### src/rtl/data_cache.sv
// rtl/data_cache.sv - direct-mapped write-through no-write-allocate data cache with word-serial refill
module data_cache #(
    parameter int ADDRESS_LENGTH = 32,
    parameter int SETS           = 16,
    parameter int BLOCK_WORDS    = 4
) (
    input  logic                      clk,
    input  logic                      rst_n,
    input  logic                      re,
    input  logic                      sw,
    input  logic                      sh,
    input  logic                      sb,
    input  logic [ADDRESS_LENGTH-1:0] a,
    input  logic [ADDRESS_LENGTH-1:0] wd,
    output logic [ADDRESS_LENGTH-1:0] rd,
    output logic                      stall,
    output logic [ADDRESS_LENGTH-1:0] mem_a,
    output logic [ADDRESS_LENGTH-1:0] mem_wd,
    output logic                      mem_sw,
    output logic                      mem_sh,
    output logic                      mem_sb,
    input  logic [ADDRESS_LENGTH-1:0] mem_rd,
    output logic [31:0]               hit_count,
    output logic [31:0]               miss_count
);
    localparam int OFF_W      = $clog2(BLOCK_WORDS);
    localparam int SET_W      = $clog2(SETS);
    localparam int TAG_LSB    = OFF_W + SET_W + 2;
    localparam int TAG_W      = ADDRESS_LENGTH - TAG_LSB;
    localparam int LINE_W     = ADDRESS_LENGTH - OFF_W - 2;
    localparam int LINE_BYTES = BLOCK_WORDS * 4;
    localparam logic [OFF_W-1:0] K_LAST = OFF_W'(BLOCK_WORDS - 1);

    typedef enum logic {IDLE, REFILL} state_t;

    state_t                      state_q, state_d;
    logic [OFF_W-1:0]            k;
    logic [SETS-1:0]             valid;
    logic [TAG_W-1:0]            tags [SETS];
    logic [ADDRESS_LENGTH-1:0]   data [SETS][BLOCK_WORDS];

    logic [SET_W-1:0]            set_idx;
    logic [OFF_W-1:0]            word_idx;
    logic [TAG_W-1:0]            req_tag;
    logic                        hit;
    logic                        store;
    logic [3:0]                  st_mask;
    logic [1:0]                  st_len_m1;
    logic                        st_span;
    logic [LINE_W-1:0]           last_line;
    logic                        last_present;
    logic [OFF_W+1:0]            st_off [4];
    logic                        do_hit, do_miss, do_store;

    assign set_idx  = a[TAG_LSB-1:OFF_W+2];
    assign word_idx = a[OFF_W+1:2];
    assign req_tag  = a[ADDRESS_LENGTH-1:TAG_LSB];
    assign hit      = valid[set_idx] && (tags[set_idx] == req_tag);
    assign store    = sw | sh | sb;

    // A store spans two lines when its last byte falls past the end of the line.
    always_comb begin
        st_mask   = sw ? 4'b1111 : (sh ? 4'b0011 : (sb ? 4'b0001 : 4'b0000));
        st_len_m1 = sw ? 2'd3 : (sh ? 2'd1 : 2'd0);
        st_span   = ({1'b0, a[OFF_W+1:0]} + (OFF_W+3)'(st_len_m1)) > (OFF_W+3)'(LINE_BYTES - 1);
        last_line = a[ADDRESS_LENGTH-1:OFF_W+2] + LINE_W'(st_span);
        last_present = valid[last_line[SET_W-1:0]] &&
                       (tags[last_line[SET_W-1:0]] == last_line[LINE_W-1:SET_W]);
        for (int i = 0; i < 4; i++) begin
            st_off[i] = a[OFF_W+1:0] + (OFF_W+2)'(i);
        end
    end

    always_comb begin
        state_d  = state_q;
        stall    = 1'b0;
        rd       = mem_rd;
        mem_a    = a;
        mem_wd   = wd;
        mem_sw   = 1'b0;
        mem_sh   = 1'b0;
        mem_sb   = 1'b0;
        do_hit   = 1'b0;
        do_miss  = 1'b0;
        do_store = 1'b0;
        case (state_q)
            IDLE: begin
                if (re && (a[1:0] == 2'b00)) begin
                    if (hit) begin
                        rd     = data[set_idx][word_idx];
                        do_hit = 1'b1;
                    end else begin
                        stall   = 1'b1;
                        do_miss = 1'b1;
                        state_d = REFILL;
                    end
                end else if (store) begin
                    mem_sw   = sw;
                    mem_sh   = sh;
                    mem_sb   = sb;
                    do_store = 1'b1;
                end
            end
            REFILL: begin
                stall = 1'b1;
                mem_a = {a[ADDRESS_LENGTH-1:OFF_W+2], k, 2'b00};
                if (k == K_LAST) begin
                    state_d = IDLE;
                end
            end
            default: state_d = IDLE;
        endcase
        // Reset is asynchronous, so the held request must not leak a stall or a store.
        if (!rst_n) begin
            stall    = 1'b0;
            mem_sw   = 1'b0;
            mem_sh   = 1'b0;
            mem_sb   = 1'b0;
            do_hit   = 1'b0;
            do_miss  = 1'b0;
            do_store = 1'b0;
            state_d  = IDLE;
        end
    end

    always_ff @(posedge clk or negedge rst_n) begin
        if (!rst_n) begin
            state_q    <= IDLE;
            k          <= '0;
            valid      <= '0;
            hit_count  <= '0;
            miss_count <= '0;
        end else begin
            state_q <= state_d;
            if (do_hit) begin
                hit_count <= hit_count + 32'd1;
            end
            if (do_miss) begin
                miss_count       <= miss_count + 32'd1;
                valid[set_idx]   <= 1'b0;
            end
            if (state_q == REFILL) begin
                k <= k + OFF_W'(1);
                if (k == K_LAST) begin
                    k              <= '0;
                    valid[set_idx] <= 1'b1;
                end
            end
            if (do_store && st_span) begin
                if (hit) begin
                    valid[set_idx] <= 1'b0;
                end
                if (last_present) begin
                    valid[last_line[SET_W-1:0]] <= 1'b0;
                end
            end
        end
    end

    // Tag and data arrays carry no reset; valid bits alone guard them.
    always_ff @(posedge clk) begin
        if (state_q == REFILL) begin
            data[set_idx][k] <= mem_rd;
            if (k == K_LAST) begin
                tags[set_idx] <= req_tag;
            end
        end
        if (do_store && !st_span && hit) begin
            for (int i = 0; i < 4; i++) begin
                if (st_mask[i]) begin
                    data[set_idx][st_off[i][OFF_W+1:2]][{st_off[i][1:0], 3'b000} +: 8] <= wd[8*i +: 8];
                end
            end
        end
    end
endmodule

### config.mk
export PLATFORM = sky130hd
export DESIGN_NAME = data_cache
export DESIGN_NICKNAME = d
export VERILOG_FILES = /design/src/rtl/data_cache.sv
export SDC_FILE = /design/constraint.sdc
export NUM_CORES = 2
export LEC_CHECK = 0
export CORE_AREA = 3 3 565 567
export CTS_CLUSTER_DIAMETER = 100
export CTS_CLUSTER_SIZE = 28
export DETAILED_ROUTE_END_ITERATION = 7
export DIE_AREA = 0 0 568 570
export GPL_TIMING_DRIVEN = 0
export HOLD_SLACK_MARGIN = 0.02
export SYNTH_ARGS = -nofsm -noshare
export SYNTH_HDL_FRONTEND = slang
export SYNTH_SLANG_ARGS = --single-unit
### constraint.sdc
create_clock -name clk -period 6.6 [get_ports clk]
set_clock_uncertainty 0.2 [all_clocks]
set_input_delay 0.99 -clock clk [delete_from_list [all_inputs] [get_ports clk]]
set_output_delay 0.99 -clock clk [all_outputs]
set_load 0.03 [all_outputs]
## Yosys cells after proc, flatten, opt, wreduce, memory -nomap -nowiden

Memories as Yosys holds them, arrays and structs flattened.
Cells that the tools add are included.

| storage, ports and cells | value |
|---|---|
| bits in registers | 83 |
| bits in writable memories | 2,432 |
| input bits | 102 |
| output and inout bits | 164 |
| logic and storage cells | 1,182 |
| memories kept | 2 |

| cells by class | value |
|---|---|
| add/sub/neg operators | 12 |
| magnitude comparators | 15 |
| eq/ne operators | 3 |
| shifts and indexed selects | 8 |
| muxes and demuxes | 596 |
| bitwise gates (word level) | 526 |
| reduce and logical (&&, ||, !) cells | 15 |

Memory list:

| memory | depth | width | read ports | clocked after memory_dff | write ports | line | text |
|---|---|---|---|---|---|---|---|
| data | 16 | 128 | 1 | 0 | 1 | 40 | `logic [ADDRESS_LENGTH-1:0] data [SETS][BLOCK_WORDS];` |
| tags | 16 | 24 | 2 | 0 | 1 | 39 | `logic [TAG_W-1:0] tags [SETS];` |

Operator list:

| kind | count |
|---|---|
| $mux W128 | 5 |
| $mux W1 | 557 |
| $or A1 B1 Y1 | 514 |
| $demux W32 S2 | 5 |
| $mux W32 | 10 |
| $shift A8 B7 Y32 const A | 4 |
| $shiftx A8 B7 Y32 | 4 |
| $mux W16 | 7 |
| $add A32 B1 Y32 const B | 2 |
| $bmux W32 S2 | 1 |
| $and A16 B16 Y16 | 3 |
| $eq A24 B24 Y1 | 2 |
| $not A16 Y16 | 2 |
| $add A28 B1 Y28 | 1 |
| $neg A5 Y7 | 4 |
| $or A16 B16 Y16 | 1 |
| $ge A3 B3 Y1 const B | 5 |
| $lt A3 B1 Y1 const B | 5 |
| $not A2 Y3 | 5 |
| $logic_and A1 B1 Y1 | 13 |
| $lt A4 B5 Y1 const B | 2 |
| $add A4 B2 Y4 const B | 2 |
| $bmux W1 S4 | 2 |
| $demux W1 S4 | 2 |
| other kinds (12) | 17 |

## Longest topological paths before layout

| logic depth | value |
|---|---|
| word-level depth | 17 |
| mapped depth | 23 |
| depth with buffers taken out | 18 |

## Worst setup path after synthesis

No wires, ideal clock.

| timing | value |
|---|---|
| path type | in2out |
| start | input port a[4] |
| end | output port rd[24] |
| data arrival time | 4.626 ns |
| required time | 5.410 ns |
| path slack | 0.784 ns |
| stages on the path | 12 |
| path buffers | 7 |
| cells stage by stage | buf_4 > buf_4 > buf_6 > buf_4 > buf_4 > clkbuf_1 > buf_1 > mux4_2 > mux4_2 > mux4_2 > nand2_1 > o21ai_0 |

| on the way | value |
|---|---|
| cells in the longest elaborated chain, start to end | 7 |
| elaborated cells on any way between the ends | 12 |
| classes of those cells | eq/ne (1); mux (8); reduce/logical (1); memory (2) |

Ends and longest elaborated chain:

| element | line | text |
|---|---|---|
| start: declaration | 13 | `input logic [ADDRESS_LENGTH-1:0] a,` |
| $mem_v2 Z16 W128 | -- |  |
| $bmux W32 S2 | 90 | `rd = data[set_idx][word_idx];` |
| $mux W32 (not written as such) (2 in a row) | 90 |  |
| $mux W32 * | 89 | `if (hit) begin` |
| $mux W32 * | 88 | `if (re && (a[1:0] == 2'b00)) begin` |
| $mux W32 * | 86 | `case (state_q)` |
| end: declaration | 15 | `output logic [ADDRESS_LENGTH-1:0] rd,` |

Every way passes the cells marked *; elsewhere a longest branch is shown, timed or not. The select of a mux whose other input is x is not followed.

## Worst setup path after layout

| timing | value |
|---|---|
| start | input port sh |
| end | register valid[12] |

| on the way | value |
|---|---|
| cells in the longest elaborated chain, start to end | 13 |
| elaborated cells on any way between the ends | 26 |
| classes of those cells | add/sub (2); order compare (3); eq/ne (1); mux (12); bitwise (4); reduce/logical (3); memory (1) |

Ends and longest elaborated chain:

| element | line | text |
|---|---|---|
| start: declaration | 11 | `input logic sh,` |
| $mux W1 | 64 | `st_len_m1 = sw ? 2'd3 : (sh ? 2'd1 : 2'd0);` |
| $mux W2 | 64 |  |
| $add A4 B2 Y5 | 65 | `st_span = ({1'b0, a[OFF_W+1:0]} + (OFF_W+3)'(st_len_m1)) > (OFF_W+3)'(LINE_BYTES - 1);` |
| $gt A5 B4 Y1 | 65 |  |
| $add A28 B1 Y28 | 66 | `last_line = a[ADDRESS_LENGTH-1:OFF_W+2] + LINE_W'(st_span);` |
| $lt A4 B5 Y1 (not written as such) or $ge A4 B1 Y1 (tied branches) | 154 | `valid[last_line[SET_W-1:0]] <= 1'b0;` |
| $logic_and A1 B1 Y1 (not written as such) | 154 |  |
| $mux W1 (not written as such) | 154 |  |
| $demux W1 S4 | 154 |  |
| $not A16 Y16 (no source line) | -- |  |
| $and A16 B16 Y16 (no source line) | -- |  |
| $mux W16 | 153 | `if (last_present) begin` |
| $mux W16 * | 149 | `if (do_store && st_span) begin` |
| end signal: indexed assignment | 146 | `valid[set_idx] <= 1'b1;` |
| end signal: indexed assignment | 151 | `valid[set_idx] <= 1'b0;` |
| end signal: indexed assignment | 154 |  |
| end: declaration | 38 | `logic [SETS-1:0] valid;` |

Marked as above.
A chain may end at the register's enable or synchronous reset.

==> impl_metrics.toml <==
[cts]
cts.root.buffer_cell = "clkbuf_16"
cts_tree = "yes"
clkSinkCount = 2515
clockBufferDepth = 3
cts_buffers = 108
path_clk_slew_ps = 110
clk_latency_ps = 840
htreeDepth = 3

[routing]
drt-initial-drc-count = 9557
routed_wl_mm = 385.7
firstDrtPassIters = 6
vias_per_cell = 6.045
drc = 0
ant_nets = 0
routedWlPerCell_um = 35.61
vias = 65480

[synthesis]
yosys.area_share.simple = 0.05386
synthAdderAreaFrac = 0.002342
synthXorXnorAreaFrac = 0.01090
ys_seq_elements = 2515
syn_inst = 6069
synth_flop_cell = "edfxtp_1"
syn_nets = 6191
synthMuxAreaShare = 0.1932
syn_area_per_cell_um2 = 18.14
synth-edff-count = 2432
synthesis.area_um2 = 110100
synth_cell_types = 81
synth_compound_gate_area_share = 0.03639
ys_warn_count = 0
synth_top_family_by_area = "multiplexers"
ys_seq_area_frac = 0.6823
synthArstFlopShare = 0.03300

[floorplanning]
die_y_um = 570
start_util = 0.3498
dieWidth_um = 568
fp.coreArea_um2 = 314700
row_count = 206
pin_count = 266
dieArea_um2 = 323800

[global_routing]
first_global_vias = 63400
gr-usage-all-layers = 0.2334
grt_overflow = 0
grt_start_max_net_pins = 49
grt_pass1_wl_mm = 526.0
antenna_found_initial = 39

[cells_and_area]
n_fill_cell = 28280
drive_above_1_share = 0.2601
area_growth_syn_to_layout_pct = 13.45
nNetsFinal = 6725

[setup_path]
required_ps = 7040
endpoint_kind = "flip-flop"
cp_num_buf_inv = 5
arrival_ps = 7130
start_kind = "input pin"
critical_path.max_stage_delay_ps = 630
slowest_stage = "or4_1"
crit_fanout = 10
cp_top_family = "simple AND/OR/NAND/NOR gates"
path_class = "in -> reg"
cp_cell_sequence = "clkdlybuf4s50_1 -> nor2_4 -> inv_1 -> ha_1 -> fa_1 -> nand2_2 -> clkinvlp_4 -> ha_1 -> ha_4 -> nor2b_1 -> nor2_4 -> nand2_1 -> clkbuf_2 -> o22ai_1 -> nor2_1 -> a211oi_1 -> xnor2_1 -> or4_1 -> nor4b_4 -> buf_4 -> a31oi_1"

[timing]
clock.fmax_mhz = 149.3
slew-limit-headroom = 0.008434
min_period_over_period = 1.015
fin_crit_ps = 6699
hold_viol_final = 0
fin_ws_ps = -99.24
drv_slew = 0
whs_ps = 274.3
rsz0062_at_grt = "true"
final-setup-viol-count = 53
tightest_slew_ps = 1476

[outcome]
status = "complete, but fails checks"
violations = "capacitance limit, setup timing"

[power_and_ir_drop]
switchingPower_w = 0.007234
p_sw_frac = 0.2489
p_int_w = 0.02183
combPwrFrac = 0.112
seq_power_share = 0.605
power_frac_clock = 0.283
ir_drop_uv = 203.0
power_density_nw_per_um2 = 232.7
leakagePower_nw = 39.00

[run]
cap_viol_max_count = 1

[placed_design]
routabilityCongestion = 0.9845
io_buffers = 263
hpwl_mm = 286.6
place_ws_ps = -4526

[hold_path]
hold_path_class = "reg -> reg"
## final timing paths
path / startpoint / to / slack, ps / cells past startpoint
setup / recovery: sh / valid[12] / -100 / 21
hold / removal: hit_count[31] / hit_count[31] / 270 / 1
setup reg to reg: tags[6][6] / data[0][70] / 550 / 15
hold reg to reg: hit_count[31] / hit_count[31] / 270 / 1
max in group asynchronous: rst_n / valid[12] / 4910 / 3
min in group asynchronous: rst_n / miss_count[5] / 550 / 2
## sequential cells by signal (all words and copies together), names as in the netlist
signal and count:
data 2048, hit_count 32, k 2, miss_count 32
state_q 1, tags 384, valid 16
## power groups by stage
stage | combinational [W] | sequential (W) | clock [W]
after floorplan | 0.00159 | 0.0180 | 0
after global placement | 0.00299 | 0.0180 | 0
after detailed placement | 0.00308 | 0.0179 | 0
after CTS | 0.00320 | 0.0176 | 0.00831
after global routing | 0.00334 | 0.0176 | 0.00887
final | 0.00326 | 0.0176 | 0.00823
## cells in the final DEF (no fill, tap or decap), types with 20 or more instances in the layout
master / n
buf_4: 225
xor2_1: 54
clkbuf_16: 115
o32ai_1: 35
clkbuf_4: 48
nand4_1: 42
or3_1: 31
nand3_1: 110
buf_12: 39
nand2b_1: 29
o21ai_1: 25
a22oi_1: 51
buf_6: 53
mux2_2: 120
dlygate4sd2_1: 28
mux4_2: 804
nor2_4: 20
edfxtp_1: 2432
nor2_1: 394
clkbuf_8: 23
nor3_1: 54
mux2i_1: 175
clkbuf_1: 114
and3_1: 56
a31oi_1: 29
a21oi_1: 40
clkdlybuf4s50_1: 213
nor2b_1: 31
buf_2: 30
dfrtp_1: 83
o211ai_1: 64
clkbuf_2: 52
o22ai_1: 68
diode_2: 24
nand2_1: 333
o21ai_0: 50
inv_1: 38
o22a_1: 41
xnor2_1: 82
o21ai_2: 22
## cells by family (layout without fill, tap and decap cells)
family	Yosys count	in the layout
simple gates	1242	1242
compound gates	562	562
mux	1104	1104
xor+xnor	137	137
buf+inv	489	1068
other cells	0	24
flops	2515	2515
fa+ha+maj	20	20
## cell usage after synthesis (8+ instances only)
library cell / number / area share
a211oi_1: 19 / 0.0013
a2bb2oi_1: 19 / 0.0015
dfrtp_1: 83 / 0.019
nor2b_1: 34 / 0.0019
a22o_1: 12 / 0.00095
nor2_1: 431 / 0.015
nand4_1: 42 / 0.0024
a22oi_1: 52 / 0.0035
xor2_1: 55 / 0.0044
o22a_1: 41 / 0.0033
buf_4: 77 / 0.0053
nor3_1: 56 / 0.0025
or2_2: 9 / 0.00051
mux4_2: 804 / 0.16
nand3_1: 111 / 0.0050
o22ai_1: 68 / 0.0039
o21ai_0: 95 / 0.0043
nand2b_1: 30 / 0.0017
nand2_1: 337 / 0.011
a21o_1: 9 / 0.00061
nor4_1: 23 / 0.0013
buf_2: 55 / 0.0025
buf_6: 13 / 0.0013
clkbuf_1: 228 / 0.0078
buf_1: 74 / 0.0025
inv_1: 40 / 0.0014
and2_1: 21 / 0.0012
xnor2_1: 82 / 0.0065
mux2i_1: 180 / 0.016
and3_1: 56 / 0.0032
o31ai_1: 8 / 0.00055
o211ai_1: 64 / 0.0044
o221ai_1: 18 / 0.0014
or3_1: 31 / 0.0018
a21oi_1: 41 / 0.0019
o32ai_1: 35 / 0.0028
nor4_2: 13 / 0.0015
a211o_1: 13 / 0.0010
mux2_2: 120 / 0.012
a31oi_1: 29 / 0.0016
a32oi_1: 8 / 0.00064
edfxtp_1: 2432 / 0.66
ha_1: 19 / 0.0022
## layer usage
| layer | wire length [um] | global-route usage | up-vias | share of wire |
|---|---|---|---|---|
| li1 | - | - | 25770 | - |
| met1 | 153400 | 0.3220 | 35160 | 0.40 |
| met2 | 177600 | 0.3647 | 3825 | 0.46 |
| met3 | 35280 | 0.04235 | 708 | 0.091 |
| met4 | 19330 | 0.09698 | 16 | 0.050 |
| met5 | 103 | 0 | - | 0.00027 |
## per-stage QoR
stage               utilization   TNS, ps  area (um2)  power (W)  instances
finish                   0.3968     -2051      124900    0.02906      10830
global route             0.3966     -6183      124800    0.02980      10810
detailed placement       0.3800  -7015030      119600    0.02103      10590
floorplan                     -         0      110100    0.01955       6069
global placement         0.3747         -      117900    0.02094      10490
CTS                      0.3958         0      124600    0.02909      10800
## repair_timing
| item | 4_1_cts | 5_1_grt |
|---|---|---|
| endpoints found under the setup margin | 4347 | 183 |
| resized for setup | 715 | 68 |
| endpoints found under the hold margin | 47 | 0 |
| hold buffers | 1 | 0 |
| pin swaps | 38 | 6 |
| setup buffers | 57 | 5 |
## cell type report
cell class                 instances  area [um2]  share of cell area
antenna                           24       60.06           0.0004809
tap                             4160        5205             0.04168
timing repair buffer             433        4468             0.03578
multi-input combinational       3065       33330              0.2669
buffer                           440        3337             0.02672
clock inverter                    30       430.4            0.003447
inverter                          40       157.7            0.001262
sequential                      2515       75110              0.6014
clock buffer                     125        2788             0.02232
(Power assumes the default switching activity.)
